==> config.mk <==
export PLATFORM = sky130hd
export DESIGN_NAME = timer_driver
export DESIGN_NICKNAME = d
export VERILOG_FILES = /design/src/rtl/timer_driver.sv
export SDC_FILE = /design/constraint.sdc
export NUM_CORES = 1
export LEC_CHECK = 0
export CORE_ASPECT_RATIO = 0.9
export CORE_MARGIN = 3
export CORE_UTILIZATION = 25
export CTS_CLUSTER_DIAMETER = 40
export DETAILED_ROUTE_END_ITERATION = 10
export GPL_TIMING_DRIVEN = 0
export PLACE_DENSITY_LB_ADDON = 0.2
export SLEW_MARGIN = 20
export SYNTH_ARGS = -nofsm -noshare
export SYNTH_HDL_FRONTEND = slang
export SYNTH_SLANG_ARGS = --single-unit
==> constraint.sdc <==
create_clock -name clk -period 3.5 [get_ports clk]
set_input_delay 1.05 -clock clk [delete_from_list [all_inputs] [get_ports clk]]
set_output_delay 1.05 -clock clk [all_outputs]
set_load 0.005 [all_outputs]
==> src/rtl/timer_driver.sv <==
// Initiator-side driver for the countdown timer: queues host delay requests,
// issues each to the timer as a one-cycle load, times the done pulse and
// reports the elapsed cycles with ok / timeout status.
module timer_driver #(
  parameter int DEPTH          = 4,
  parameter int LAT_ADJ        = 1,
  parameter int TIMEOUT_MARGIN = 4
) (
  input  logic       clk,
  input  logic       rst_n,
  input  logic       req_valid,
  input  logic [4:0] req_delay,
  output logic       req_ready,
  output logic [4:0] tmr_in,
  output logic       tmr_in_valid,
  input  logic       tmr_out_valid,
  output logic       rsp_valid,
  input  logic       rsp_ready,
  output logic [4:0] rsp_delay,
  output logic [7:0] rsp_elapsed,
  output logic       rsp_ok,
  output logic       rsp_timeout,
  output logic       busy
);

  localparam int          AW       = $clog2(DEPTH);
  localparam logic [AW:0] FULL_CNT = (AW+1)'(DEPTH);
  localparam logic [AW:0] ONE_CNT  = (AW+1)'(1);
  localparam logic [7:0]  LAT8     = 8'(LAT_ADJ);
  localparam logic [7:0]  MARGIN8  = 8'(TIMEOUT_MARGIN);

  typedef enum logic [1:0] {IDLE, ISSUE, WAIT, REPORT} state_e;

  state_e        state_q, state_d;
  logic [4:0]    mem_q [DEPTH];
  logic [AW-1:0] wr_ptr_q, rd_ptr_q;
  logic [AW:0]   count_q, count_d;
  logic [4:0]    cur_delay_q, cur_delay_d;
  logic [4:0]    tmr_in_q, tmr_in_d;
  logic          tmr_in_valid_q, tmr_in_valid_d;
  logic [7:0]    cnt_q, cnt_d;
  logic          rsp_valid_q, rsp_valid_d;
  logic [7:0]    rsp_elapsed_q, rsp_elapsed_d;
  logic          rsp_ok_q, rsp_ok_d;
  logic          rsp_timeout_q, rsp_timeout_d;
  logic          req_ready_q, busy_q;
  logic          push, pop;
  logic [4:0]    head;
  logic [7:0]    exp_cnt, limit_cnt;

  // req_ready_q is only ever high when the registered count is below DEPTH.
  assign push      = req_valid && req_ready_q;
  assign head      = mem_q[rd_ptr_q];
  // 8-bit sums never wrap: 31 + LAT_ADJ + TIMEOUT_MARGIN <= 255.
  assign exp_cnt   = {3'b000, cur_delay_q} + LAT8;
  assign limit_cnt = exp_cnt + MARGIN8;

  // FIFO occupancy after this cycle's push and pop.
  always_comb begin
    count_d = count_q;
    if (push && !pop)      count_d = count_q + ONE_CNT;
    else if (!push && pop) count_d = count_q - ONE_CNT;
  end

  // FIFO storage; contents are don't-care until written, so no reset.
  // NOTE: leaving the memory array out of reset keeps it a plain RAM; validity is tracked by count_q.
  always_ff @(posedge clk) begin
    if (push) mem_q[wr_ptr_q] <= req_delay;
  end

  // Next-state and registered-output logic for the request/response FSM.
  // NOTE: every target gets a default first so no path leaves it unassigned and infers a latch.
  always_comb begin
    state_d        = state_q;
    pop            = 1'b0;
    cur_delay_d    = cur_delay_q;
    tmr_in_d       = tmr_in_q;
    tmr_in_valid_d = 1'b0;
    cnt_d          = cnt_q;
    rsp_valid_d    = rsp_valid_q;
    rsp_elapsed_d  = rsp_elapsed_q;
    rsp_ok_d       = rsp_ok_q;
    rsp_timeout_d  = rsp_timeout_q;
    unique case (state_q)
      IDLE: begin
        if (count_q != '0) begin
          pop         = 1'b1;
          cur_delay_d = head;
          if (head != 5'd0) begin
            state_d        = ISSUE;
            tmr_in_d       = head;
            tmr_in_valid_d = 1'b1;
            cnt_d          = 8'd0;
          end else begin
            // The timer ignores a zero load, so report immediately.
            state_d       = REPORT;
            rsp_valid_d   = 1'b1;
            rsp_elapsed_d = 8'd0;
            rsp_ok_d      = 1'b0;
            rsp_timeout_d = 1'b0;
          end
        end
      end
      ISSUE: begin
        state_d = WAIT;
        cnt_d   = 8'd1;
      end
      WAIT: begin
        cnt_d = cnt_q + 8'd1;
        // A done pulse on the limit cycle wins over the timeout.
        if (tmr_out_valid) begin
          state_d       = REPORT;
          rsp_valid_d   = 1'b1;
          rsp_elapsed_d = cnt_q;
          rsp_ok_d      = (cnt_q == exp_cnt);
          rsp_timeout_d = 1'b0;
        end else if (cnt_q >= limit_cnt) begin
          state_d       = REPORT;
          rsp_valid_d   = 1'b1;
          rsp_elapsed_d = cnt_q;
          rsp_ok_d      = 1'b0;
          rsp_timeout_d = 1'b1;
        end
      end
      REPORT: begin
        if (rsp_ready) begin
          state_d       = IDLE;
          rsp_valid_d   = 1'b0;
          rsp_ok_d      = 1'b0;
          rsp_timeout_d = 1'b0;
        end
      end
      default: state_d = IDLE;
    endcase
  end

  // State, FIFO pointers and all registered outputs.
  // NOTE: sequential state uses non-blocking assignments so every register samples pre-edge values.
  always_ff @(posedge clk or negedge rst_n) begin
    if (!rst_n) begin
      state_q        <= IDLE;
      wr_ptr_q       <= '0;
      rd_ptr_q       <= '0;
      count_q        <= '0;
      cur_delay_q    <= '0;
      tmr_in_q       <= '0;
      tmr_in_valid_q <= 1'b0;
      cnt_q          <= '0;
      rsp_valid_q    <= 1'b0;
      rsp_elapsed_q  <= '0;
      rsp_ok_q       <= 1'b0;
      rsp_timeout_q  <= 1'b0;
      req_ready_q    <= 1'b0;
      busy_q         <= 1'b0;
    end else begin
      state_q        <= state_d;
      if (push) wr_ptr_q <= wr_ptr_q + 1'b1;
      if (pop)  rd_ptr_q <= rd_ptr_q + 1'b1;
      count_q        <= count_d;
      cur_delay_q    <= cur_delay_d;
      tmr_in_q       <= tmr_in_d;
      tmr_in_valid_q <= tmr_in_valid_d;
      cnt_q          <= cnt_d;
      rsp_valid_q    <= rsp_valid_d;
      rsp_elapsed_q  <= rsp_elapsed_d;
      rsp_ok_q       <= rsp_ok_d;
      rsp_timeout_q  <= rsp_timeout_d;
      req_ready_q    <= (count_d != FULL_CNT);
      busy_q         <= (state_d != IDLE) || (count_d != '0);
    end
  end

  assign req_ready    = req_ready_q;
  assign tmr_in       = tmr_in_q;
  assign tmr_in_valid = tmr_in_valid_q;
  assign rsp_valid    = rsp_valid_q;
  assign rsp_delay    = cur_delay_q;
  assign rsp_elapsed  = rsp_elapsed_q;
  assign rsp_ok       = rsp_ok_q;
  assign rsp_timeout  = rsp_timeout_q;
  assign busy         = busy_q;

endmodule

Word level (Yosys, flattened, before mapping)
Memories as Yosys holds them, arrays and structs flattened. Index checks and enable logic that the tools add are counted. W data, S select, Z words.

Bits in registers: 41. Memory bits (writable): 20. Bits in latches: 0. Memories kept: 1. Word-level logic and storage cells: 88. ROM bits: 0.

Memory list: mem_q (depth 4, width 5, rd ports 1, clocked after Yosys merged registers in 0, write ports 1, line 35) `logic [4:0] mem_q [DEPTH];`.

Shifts and indexed selects: 0. $lt $le $gt $ge: 1. Div/mod/pow operators: 0. Muxes and demuxes: 36. $mul: 0. Eq/ne operators: 10. Bitwise logic cells: 0. Add/subtract/negate cells: 7. Reductions and logical operators: 19.

Operators with widths (number): $mux W8 (6); $pmux W8 S3 (1); $mux W1 (17); $pmux W8 S2 (1); $reduce_bool A3 Y1 (4); $mux W2 (5); $pmux W1 S3 (3); $add A8 B1 Y8 const B (1); $eq A8 B6 Y1 (1); $ge A8 B7 Y1 (1); $ne A2 B2 Y1 const B (4); $pmux W2 S4 (1); $add A6 B3 Y7 const B (1); $add A5 B1 Y6 const B (1); $mux W3 (2); $ne A3 B3 Y1 const B (2); $reduce_and A3 Y1 (2); $reduce_and A5 Y1 (1); $reduce_bool A5 Y1 (1); $add A2 B1 Y2 const B (2); $eq A2 B2 Y1 const B (2); $reduce_and A4 Y1 (1); $reduce_bool A2 Y1 (2); $add A3 B1 Y3 const B (1); other kinds (7) (10).

Logic depth before layout (Yosys ltp)
Depth in word-level cells: 8. Mapped depth: 14. Mapped depth without buffers: 12.

Worst setup path after synthesis
No wires, ideal clock.

Kind: register to register. Start point: register cur_delay_q[2], in the netlist rsp_delay[2]. End point: register busy_q, in the netlist busy. Arrival: 3.232 ns. Path slack: 0.122 ns. Library setup time: 0.146 ns. Period minus slack after synthesis: 3.378 ns. Stages on the path, launching flop included: 12. Cells stage by stage: dfrtp_1 -> clkbuf_1 -> nand3_1 -> xnor2_1 -> ha_1 -> nand3_1 -> nor2_1 -> nand2_1 -> ha_1 -> a2111oi_0 -> a41oi_1 -> or4b_2.

Word-level cells in the longest chain between the ends: 8.

RTL lines: start, declared (line 38) `logic [4:0] cur_delay_q, cur_delay_d;`; start signal, assigned (line 160) `cur_delay_q <= cur_delay_d;`; $add A5 B1 Y6 (line 55) `assign exp_cnt = {3'b000, cur_delay_q} + LAT8;`; $add A6 B3 Y7 (line 56) `assign limit_cnt = exp_cnt + MARGIN8;`; $ge A8 B7 Y1 (line 117) `end else if (cnt_q >= limit_cnt) begin`; $mux W2 (line 117); $mux W2 (line 111) `if (tmr_out_valid) begin`; $pmux W2 S4 (line 84) `unique case (state_q)`; via state_d[0] (line 34) `state_e state_q, state_d;`; $reduce_bool A2 Y1 (line 169) `busy_q <= (state_d != IDLE) || (count_d != '0);`; $logic_or A1 B1 Y1 (line 169); end signal, assigned (line 169); end, declared (line 46) `logic req_ready_q, busy_q;`.

The timed path passes the listed nets, and every way through them passes these cells. A chain may end at the register's enable or synchronous reset.

Worst setup path after layout
Start point: register cur_delay_q[0], in the netlist rsp_delay[0]. End point: register busy_q, in the netlist busy.

Same word-level chain as after synthesis.

==> impl_metrics.json <==
{
  "slew_viol_final": 0,
  "drive_gt1_share_pct": 10.3,
  "syn_area_um2": 3140,
  "ys_types": 51,
  "synthArstFlopShare_pct": 67.2,
  "power_frac_seq_pct": 32.1,
  "htree_num_levels": 3,
  "p_leak_nw": 1.62,
  "rr_endpoint": "busy$_DFF_PN0_",
  "comb_power_share_pct": 42.6,
  "drv_cap": 0,
  "wirelength_um": 7070,
  "peakVddDrop_uv": 235,
  "critPathLaunchType": "flop",
  "yosysMostFrequentCell": "dfrtp_1",
  "dp_hpwl_um": 5320,
  "post-route-drc-count": 0,
  "worstPathRequired_ns": 3.69,
  "row_count": 38,
  "synth_commonest_cells": "41 x dfrtp_1, 33 x nand2_1, 24 x o21ai_0",
  "antenna_found_initial": 0,
  "relSlewSlack_pct": 57.8,
  "nets": 356,
  "synth_top_area_cell": "dfrtp_1",
  "place_area_um2": 3690,
  "fin_crit_sh_pct": 92.4,
  "hold_viol": 0,
  "coreArea_um2": 12200,
  "routedWlPerCell_um": 14.4,
  "seq_area_um2": 1630,
  "ctsHoldBuffers": 0,
  "insertion_delay_ns": 0.33,
  "worstSetupStartpoint": "rsp_delay[0]$_DFFE_PN0P_",
  "ys_ff_latch": 61,
  "power_mw": 3.40,
  "ys_warn_count": 0,
  "root_buffer": "clkbuf_16",
  "finClkSkew_ns": 0.00701,
  "grt_util_all_layers_pct": 11.1,
  "timing.rr.start": "rsp_delay[0]$_DFFE_PN0P_",
  "multi_input_comb_area_um2": 1420,
  "cts.path.max_buffers": 2,
  "status": "complete, no violations",
  "ys.flop_type": "dfrtp_1",
  "pin_count": 34,
  "netlist_instances": 282,
  "fp.dieW_um": 124,
  "drt_pass1_iterations": 5,
  "syn_area_per_cell_um2": 11.1,
  "first_iter_violations": 180,
  "gp_congestion": 0.789,
  "r2r_setup_slack_ns": 0.26,
  "synth_edf_count": 20,
  "switchingPower_mw": 1.27,
  "rsz0062_at_grt": "false",
  "setup_ws_ns": 0.265,
  "critPathKind": "reg2reg",
  "power_density_nw_per_um2": 850,
  "area_growth_pct": 27.3,
  "clkSlewWorstSetupHoldPaths_ns": 0.05,
  "max_freq_mhz": 309,
  "p_int_mw": 2.13,
  "portBuffers": 33,
  "cp-end-kind": "flop",
  "grt_pass1_vias": 2284,
  "grt_pass1_wl_um": 11900,
  "setup_viol": 0,
  "ys_seq_area_share_pct": 51.8,
  "syn-num-nets": 313,
  "crit_end": "busy$_DFF_PN0_",
  "p_sw_share_pct": 37.3,
  "postRouteAntennaNets": 0,
  "synth_area_leaders": "dfrtp_1 33%, edfxtp_1 19%, ha_1 8.4%",
  "die_h_um": 112,
  "vias": 2268,
  "stdcell_area_um2": 4000,
  "tightest_slew_ns": 0.631,
  "final_core_util_pct": 32.8,
  "crit_fanout": 7,
  "n_fill_cell": 1264,
  "hold_slack_ns": 0.504,
  "r2r_cells": 10,
  "critPathArrivalTime_ns": 3.42,
  "cts_tree": "done",
  "grt.overflow.total": 0,
  "post_drt_via_cell_ratio": 4.63,
  "diodes": 0,
  "start_util_pct": 25.8,
  "cts_buffers": 9,
  "pwr-share-clk_pct": 25.2,
  "fin_crit_ns": 3.24,
  "grt_max_degree": 30,
  "cts.sinks": 61,
  "dpl_worst_slack_ns": -0.520,
  "die-area_um2": 13900,
  "yosysTopAreaCellShare_pct": 32.7,
  "hp-class": "reg2reg"
}
## layout make-up
type                       count  share of cell area, %
clock buffer                   9                   5.63
tap                          160                   5.01
sequential                    61                   40.7
inverter                      17                   1.60
clock inverter                 7                   1.66
timing repair buffer          34                   8.64
multi-input combinational    194                   35.6
buffer                         8                   1.19
## worst min path at each step
stage / cells after the start / to / startpoint / slack (ns)
final: 1 / rsp_elapsed[1]$_DFFE_PN0P_ / rsp_elapsed[1]$_DFFE_PN0P_ / 0.50
after global routing: 1 / rsp_elapsed[3]$_DFFE_PN0P_ / rsp_elapsed[3]$_DFFE_PN0P_ / 0.53
after CTS: 1 / rsp_elapsed[1]$_DFFE_PN0P_ / rsp_elapsed[1]$_DFFE_PN0P_ / 0.51
after detailed placement: 1 / rsp_elapsed[1]$_DFFE_PN0P_ / rsp_elapsed[1]$_DFFE_PN0P_ / 0.49
after global placement: 1 / rsp_elapsed[5]$_DFFE_PN0P_ / rsp_elapsed[5]$_DFFE_PN0P_ / 0.50
after floorplan: 1 / count_q[2]$_DFF_PN0_ / count_q[2]$_DFF_PN0_ / 0.48
## registers in the layout, summed over array words and instances (netlist names), 2 cells and up
signal / flops
tmr_in: 5
rd_ptr_q: 2
rsp_elapsed: 8
rsp_delay: 5
state_q: 2
count_q: 3
mem_q: 20
cnt_q: 8
wr_ptr_q: 2
## cells in the final DEF, fill, tap and decap left out, types with 5 or more instances in the layout
cell type	count
edfxtp_1	20
a21oi_1	6
clkdlybuf4s50_1	32
o21ai_0	23
xnor2_1	8
clkbuf_16	9
nand2_1	33
nand3_1	8
dfrtp_1	40
inv_1	17
nand2b_1	5
ha_1	20
a22o_1	9
nor2_1	13
and3_1	7
## repair_timing
| item | 4_1_cts | 5_1_grt |
|---|---|---|
| endpoints found under the setup margin | 12 | 12 |
| pin swaps | 0 | 1 |
| buffers inserted | 0 | 0 |
| resized for setup | 3 | 4 |
## critical path: stages, from the launching register on
cell       delay, ns
dfrtp_1         0.45
ha_2            0.28
xor2_1          0.25
ha_1            0.24
nand3_1         0.08
nor2_1          0.11
nand2_1         0.08
ha_1            0.34
a2111oi_4       0.42
a41oi_1         0.19
or4b_2          0.65
## power by group through the flow
| stage | sequential [mW] | combinational (mW) | clock (mW) |
|---|---|---|---|
| 3_3_place_gp | 1.09 | 1.47 | 0 |
| 3_5_place_dp | 1.09 | 1.48 | 0 |
| 5_1_grt | 1.12 | 1.66 | 0.916 |
| 6_report | 1.09 | 1.45 | 0.857 |
| 2_1_floorplan | 1.06 | 1.00 | 0 |
| 4_1_cts | 1.08 | 1.48 | 0.882 |
## per-stage QoR
stage,TNS (ns),cells
floorplan,0,282
global placement,-4.27,475
detailed placement,-3.74,476
CTS,0,492
global route,0,490
finish,0,490
## layer usage
layer / up-vias / global-route usage (%) / wire length, um
met3: 15 / 2.97 / 261
met4: 0 / 4.82 / 148
met2: 46 / 16.1 / 3080
met5: - / 0 / 0
met1: 1088 / 15.5 / 3580
li1: 1119 / - / -
## cells by family (layout without fill, tap and decap cells)
| group | Yosys count | count (layout) | share of synthesized area (%) |
|---|---|---|---|
| and+or+nand+nor | 88 | 88 | 14.1 |
| DFF | 61 | 61 | 51.8 |
| adders and majority gates | 21 | 21 | 8.37 |
| xor gates and xnor gates | 12 | 12 | 3.35 |
| muxes | 6 | 6 | 4.14 |
| buffers and inverters | 27 | 75 | 3.78 |
| AOI/OAI and AO/OA | 67 | 67 | 14.4 |
Note: power is estimated with default switching activity, not from simulation.
